$ cat src/rtl/apb_pkg.sv
// apb_pkg: shared APB bus width, default read data and splitter FSM states.
package apb_pkg;
    localparam int BUS_W = 32;
    localparam logic [BUS_W-1:0] DEFAULT_RDATA = 32'hDEADBEEF;
    typedef enum logic {IDLE, ACCESS} state_t;
endpackage

$ cat src/rtl/apb_timeout.sv
// apb_timeout: wait-state counter that aborts a stalled slave access.
module apb_timeout #(
    parameter int TIMEOUT_CYCLES = 255
) (
    input  logic clk,
    input  logic rst_n,
    input  logic start,
    input  logic active,
    input  logic ready,
    input  logic leave,
    output logic timeout,
    output logic abort
);
    localparam int TW = TIMEOUT_CYCLES > 0 ? $clog2(TIMEOUT_CYCLES + 1) : 1;
    localparam logic [TW-1:0] LIMIT = TW'(TIMEOUT_CYCLES);
    logic [TW-1:0] cnt;
    logic abort_q;
    // a slave that answers in the limit cycle still wins
    assign timeout = (TIMEOUT_CYCLES != 0) && active && !ready && cnt == LIMIT;
    assign abort = abort_q | timeout;
    always_ff @(posedge clk or negedge rst_n) begin
        if (!rst_n) begin
            cnt <= '0;
            abort_q <= 1'b0;
        end else begin
            if (start)
                cnt <= '0;
            else if (active && !ready && cnt != LIMIT)
                cnt <= cnt + 1'b1;
            abort_q <= leave ? 1'b0 : abort_q | timeout;
        end
    end
endmodule

$ cat src/rtl/apb_splitter.sv
// apb_splitter: one APB master fanned out to NUM_SLAVES slaves by a PADDR field,
// answering unmapped, stalled and malformed transfers itself with an error.
module apb_splitter import apb_pkg::*; #(
    parameter int NUM_SLAVES = 4,
    parameter int DEC_LSB = 16,
    parameter int DEC_WIDTH = 8,
    parameter int TIMEOUT_CYCLES = 255,
    parameter logic [BUS_W-1:0] DEFAULT_RDATA = apb_pkg::DEFAULT_RDATA
) (
    input  logic                        PCLK,
    input  logic                        PRESETn,
    input  logic                        PSEL,
    input  logic                        PENABLE,
    input  logic                        PWRITE,
    input  logic [BUS_W-1:0]            PADDR,
    input  logic [BUS_W-1:0]            PWDATA,
    output logic                        PREADY,
    output logic [BUS_W-1:0]            PRDATA,
    output logic                        PSLVERR,
    output logic [NUM_SLAVES-1:0]       PSEL_S,
    output logic                        PENABLE_S,
    output logic                        PWRITE_S,
    output logic [BUS_W-1:0]            PADDR_S,
    output logic [BUS_W-1:0]            PWDATA_S,
    input  logic [NUM_SLAVES-1:0]       PREADY_S,
    input  logic [NUM_SLAVES*BUS_W-1:0] PRDATA_S,
    input  logic [NUM_SLAVES-1:0]       PSLVERR_S,
    output logic [7:0]                  err_count
);
    state_t state;
    logic [DEC_WIDTH-1:0] idx, sel_idx;
    logic hit, sel_hit, sel_ready, sel_err, in_access, setup, violation, timeout, abort;
    logic [BUS_W-1:0] sel_rdata;
    assign idx = PADDR[DEC_LSB +: DEC_WIDTH];
    assign hit = 32'(idx) < NUM_SLAVES;
    assign in_access = state == ACCESS;
    assign setup = !in_access && PSEL && !PENABLE;
    assign violation = !in_access && PSEL && PENABLE;
    assign PENABLE_S = PENABLE;
    assign PWRITE_S = PWRITE;
    assign PADDR_S = PADDR;
    assign PWDATA_S = PWDATA;
    always_comb begin
        for (int i = 0; i < NUM_SLAVES; i++)
            PSEL_S[i] = PSEL && hit && idx == DEC_WIDTH'(i) && !abort && !violation;
    end
    always_comb begin
        sel_ready = 1'b0;
        sel_err = 1'b0;
        sel_rdata = DEFAULT_RDATA;
        for (int i = 0; i < NUM_SLAVES; i++)
            if (sel_idx == DEC_WIDTH'(i)) begin
                sel_ready = PREADY_S[i];
                sel_err = PSLVERR_S[i];
                sel_rdata = PRDATA_S[BUS_W*i +: BUS_W];
            end
    end
    // the splitter answers itself unless a mapped slave is live in ACCESS
    always_comb begin
        PREADY = 1'b1;
        PSLVERR = violation;
        PRDATA = DEFAULT_RDATA;
        if (in_access && PSEL) begin
            PREADY = (sel_hit && !abort) ? sel_ready : 1'b1;
            PSLVERR = (sel_hit && !abort) ? sel_err : 1'b1;
            PRDATA = (sel_hit && !abort) ? sel_rdata : DEFAULT_RDATA;
        end
    end
    apb_timeout #(.TIMEOUT_CYCLES(TIMEOUT_CYCLES)) u_timeout (
        .clk(PCLK),
        .rst_n(PRESETn),
        .start(setup),
        .active(in_access && PSEL && sel_hit),
        .ready(sel_ready),
        .leave(in_access && PREADY),
        .timeout(timeout),
        .abort(abort)
    );
    always_ff @(posedge PCLK or negedge PRESETn) begin
        if (!PRESETn) begin
            state <= IDLE;
            sel_idx <= '0;
            sel_hit <= 1'b0;
            err_count <= 8'd0;
        end else begin
            if (setup) begin
                state <= ACCESS;
                sel_idx <= idx;
                sel_hit <= hit;
            end else if (in_access && PREADY) begin
                state <= IDLE;
            end
            if (PREADY && PSLVERR && PSEL && PENABLE && err_count != 8'hFF)
                err_count <= err_count + 8'd1;
        end
    end
endmodule

$ cat config.mk
export PLATFORM = sky130hd
export DESIGN_NAME = apb_splitter
export DESIGN_NICKNAME = d
export VERILOG_FILES = /design/src/rtl/apb_pkg.sv /design/src/rtl/apb_timeout.sv /design/src/rtl/apb_splitter.sv
export SDC_FILE = /design/constraint.sdc
export NUM_CORES = 1
export LEC_CHECK = 0
export CAP_MARGIN = 5
export CELL_PAD_IN_SITES_DETAIL_PLACEMENT = 1
export CELL_PAD_IN_SITES_GLOBAL_PLACEMENT = 1
export CORE_UTILIZATION = 20
export CTS_CLUSTER_DIAMETER = 40
export DETAILED_ROUTE_END_ITERATION = 7
export PLACE_DENSITY_LB_ADDON = 0.12
export SYNTH_ARGS = -nofsm -noshare
export SYNTH_HDL_FRONTEND = slang
export SYNTH_SLANG_ARGS = --single-unit
export TNS_END_PERCENT = 50
$ cat constraint.sdc
create_clock -name PCLK -period 3.7 [get_ports PCLK]
set_clock_uncertainty 0.1 [all_clocks]
set_input_delay 0.74 -clock PCLK [delete_from_list [all_inputs] [get_ports PCLK]]
set_output_delay 0.74 -clock PCLK [all_outputs]
set_load 0.1 [all_outputs]
==> impl_results.md <==
- Outcome: completed
- Iter 0 DRT Violations: 119
- Post-Synth Adder-Cell Area: 0.857%
- WP data required: 2.86 ns
- Fillers: 1538
- Class of the worst hold path: flip-flop to flip-flop
- Mapped Nets: 496
- Crit-path cells: clkdlybuf4s50_1, mux4_2, nor3_1, nor4_4, buf_12, and2_1, buf_12
- Inserted Diodes: 0
- Post-Route WL: 12.5 mm
- Achievable Freq: 283 MHz
- Cell Rows: 43
- Hold_ws: 0.380 ns
- Nets: 637
- Top area cells in the synthesized netlist: mux4_2, dfrtp_1, buf_4
- Worst-path maximum fanout: 25
- Crit. End Element: output pin
- Share of layout cells above drive strength 1: 25.6%
- First-pass GRT wire length: 18.1 mm
- Slowest cell delay on critical path: 0.53 ns
- CP delay by family, top: buffers and inverters
- Yosys cell types: 36
- I/O Buffers: 202
- Mux cell area share after synthesis: 29.0%
- Post-DR wirelength/cell: 20.6 µm
- DR vias: 2731
- Final instance area: 5180 µm²
- CORE AREA: 14000 µm²
- Max_cap viols: 0
- Die Area: 15100 µm²
- Avg Inst Size Synth: 10.1 µm²
- Tot GR Track Use: 16.2%
- Die X: 123 µm
- Compound-Gate Fraction of Synth Area: 2.61%
- Yosys warns: 0
- CTS clock-pin slew for the worst setup and hold paths: 0.07 ns
- Post-CTS Setup Bufs: 0
- Initial Utilization: 20.8%
- Top Ports: 317
- Relative slew slack: 34.8%
- Final hold viol count: 0
- Top-area cell type share of the netlist area: 26.2%
- Register area: 677 µm²
- Total power draw: 1.48 mW
- Dpl cell area: 5090 µm²
- LEAKAGE: 2.08 nW
- Post-synthesis xor/xnor area fraction: 2.70%
- Worst-skew pair later-pin latency: 0.26 ns
- CTS tree: built
- DP HPWL: 10.5 mm
- Routed Antenna Nets: 0
- Crit Path Class: primary input to output pin
- Total iterations of the first detailed-routing run: 4
- CTS Buffer Depth: 2
- Power Dens Cells: 286 nW/µm²
- Most frequent CP cell: buf_12
- Die height: 123 µm
- Largest net degree at the start of global routing: 35
- Vias per cell: 4.48
- Cts hold-fix bufs: 0
- Crit path launch type: primary input
- Final GP Congestion: 0.813
- Area of the multi-input gates: 1690 µm²
- Slowest CP cell: nor4_4
- Initial antenna violation count: 0
- #FFs+latches synth: 27
- Simple-Gate Fraction of Synth Area: 22.2%
- Final Core Density: 36.9%
- Tmin final: 3.53 ns
- Period utilisation layout: 95.5%
- Synthesized instance count: 289
- VDD IR max: 600 µV
- Grt ovf: 0
- DRC Markers: 0
- Vias in the first global route: 2854
- Area Overhead vs Synth: 77.5%
- Slew @ Worst Pin: 0.975 ns
- Max Slew Vio Count: 0
- CTS HTree Levels: 1
- CTS root buffer: clkbuf_16
- Largest family of logic cells by synthesized area: multiplexers
- RSZ-0062 raised after global routing: no
- Sequential share of the synthesized area: 23.1%
- Synth Cell Area: 2920 µm²
- # setup viols final: 0
- Clk sink count: 27
- Bufs and invs on worst path: 3
- Area leader, netlist: mux4_2
- Number of CTS-inserted buffers: 3
- Worst path arrival time: 2.69 ns
==> flip-flops by register name, summed over array words and instances, names as in the netlist <==
name	cells
sel_hit	1
err_count	8
u_timeout.cnt	8
in_access	1
sel_idx	8
u_timeout.abort_q	1
==> final cells by class <==
cell class                      count  area share [%]
Timing Repair Buffer              215            48.1
Tap cell                          180            4.35
Clock inverter                      1          0.0966
Sequential cell                    27            13.1
Clock buffer                        3            1.45
Inverter                            4           0.290
Multi-Input combinational cell    179            32.6
==> stage by stage <==
step / setup slack [ns] / setup TNS [ns] / cells
6_report: 0.167 / 0 / 609
3_3_place_gp: -0.0960 / -1.05 / 605
5_1_grt: 0.00879 / 0 / 609
3_5_place_dp: -0.195 / -3.51 / 605
2_1_floorplan: 0.0593 / 0 / 289
4_1_cts: 0.0374 / 0 / 609
==> cells in the mapped netlist <==
master	count
buf_1	3
xnor2_1	4
a31oi_1	1
nor3_1	3
nor4_1	6
buf_4	66
ha_1	2
dfrtp_1	27
o21ai_0	2
and2_1	9
nor2_1	12
a211oi_1	1
mux2i_1	5
mux4_2	34
nand4_1	3
nor2b_1	1
nor4b_1	2
inv_1	4
nor4_2	1
clkbuf_1	8
or3_4	1
nand2_1	36
nor2_2	1
mux2_4	2
a22oi_4	1
and3_1	7
nand2b_1	26
a211o_1	1
nor3_2	2
buf_2	1
nor4_4	1
a311o_1	1
xor2_1	5
buf_6	1
nand3_1	8
a31oi_2	1
==> kinds of logic (layout without fill, tap and decap cells) <==
| kind of cell | after synthesis | count (layout) |
|---|---|---|
| xor+xnor | 9 | 9 |
| compound gates | 8 | 8 |
| buf+inv | 83 | 223 |
| mux | 41 | 41 |
| flops | 27 | 27 |
| simple gates | 119 | 119 |
| fa+ha+maj | 2 | 2 |
==> what timing repair did <==
item                                    4_1_cts  5_1_grt
cloned                                        0        0
pin swaps                                     0        1
endpoints found under the setup margin       32        9
gates resized for setup                       1        1
hold endpoints to repair                      0        0
==> worst min-delay path: cells and delay by family (launching register included) <==
kind             cells  cell delay [ns]
and+or+nand+nor      2             0.11
DFF                  1             0.34
==> metal layers <==
metal	vias to the layer above	GRT usage [%]	wire (µm)
met5	-	0	0
met4	0	3.05	121
met3	14	5.67	1420
met2	140	26.5	5990
met1	1335	20.5	4990
li1	1242	-	-
==> power by group <==
group	switching (mW)	internal, mW
logic	0.454	0.387
clock network	0.105	0.146
registers	0.0491	0.340
total	0.609	0.872
==> worst paths after layout <==
path | slack, ns | depth (start not counted) | end | from
max | 0.17 | 7 | PRDATA[29] | PREADY_S[1]
min | 0.38 | 2 | sel_idx[6] | sel_idx[6]
max reg2reg | 0.86 | 7 | err_count[1] | sel_idx[0]
min reg2reg | 0.38 | 2 | sel_idx[6] | sel_idx[6]
max in group asynchronous | 2.44 | 2 | sel_idx[0] | PRESETn
min in group asynchronous | 0.76 | 2 | err_count[4] | PRESETn
==> placed cells by master, fill, tap and decap left out, drive strengths merged, types with 7 or more instances in the layout <==
master and count:
and3 7, mux4 34, and2 9, clkdlybuf4s50 155, dfrtp 27, buf 60, nand3 8, nand2 36
nor4 8, nor2 13, nand2b 26
Note: power is estimated with default switching activity, not from simulation.
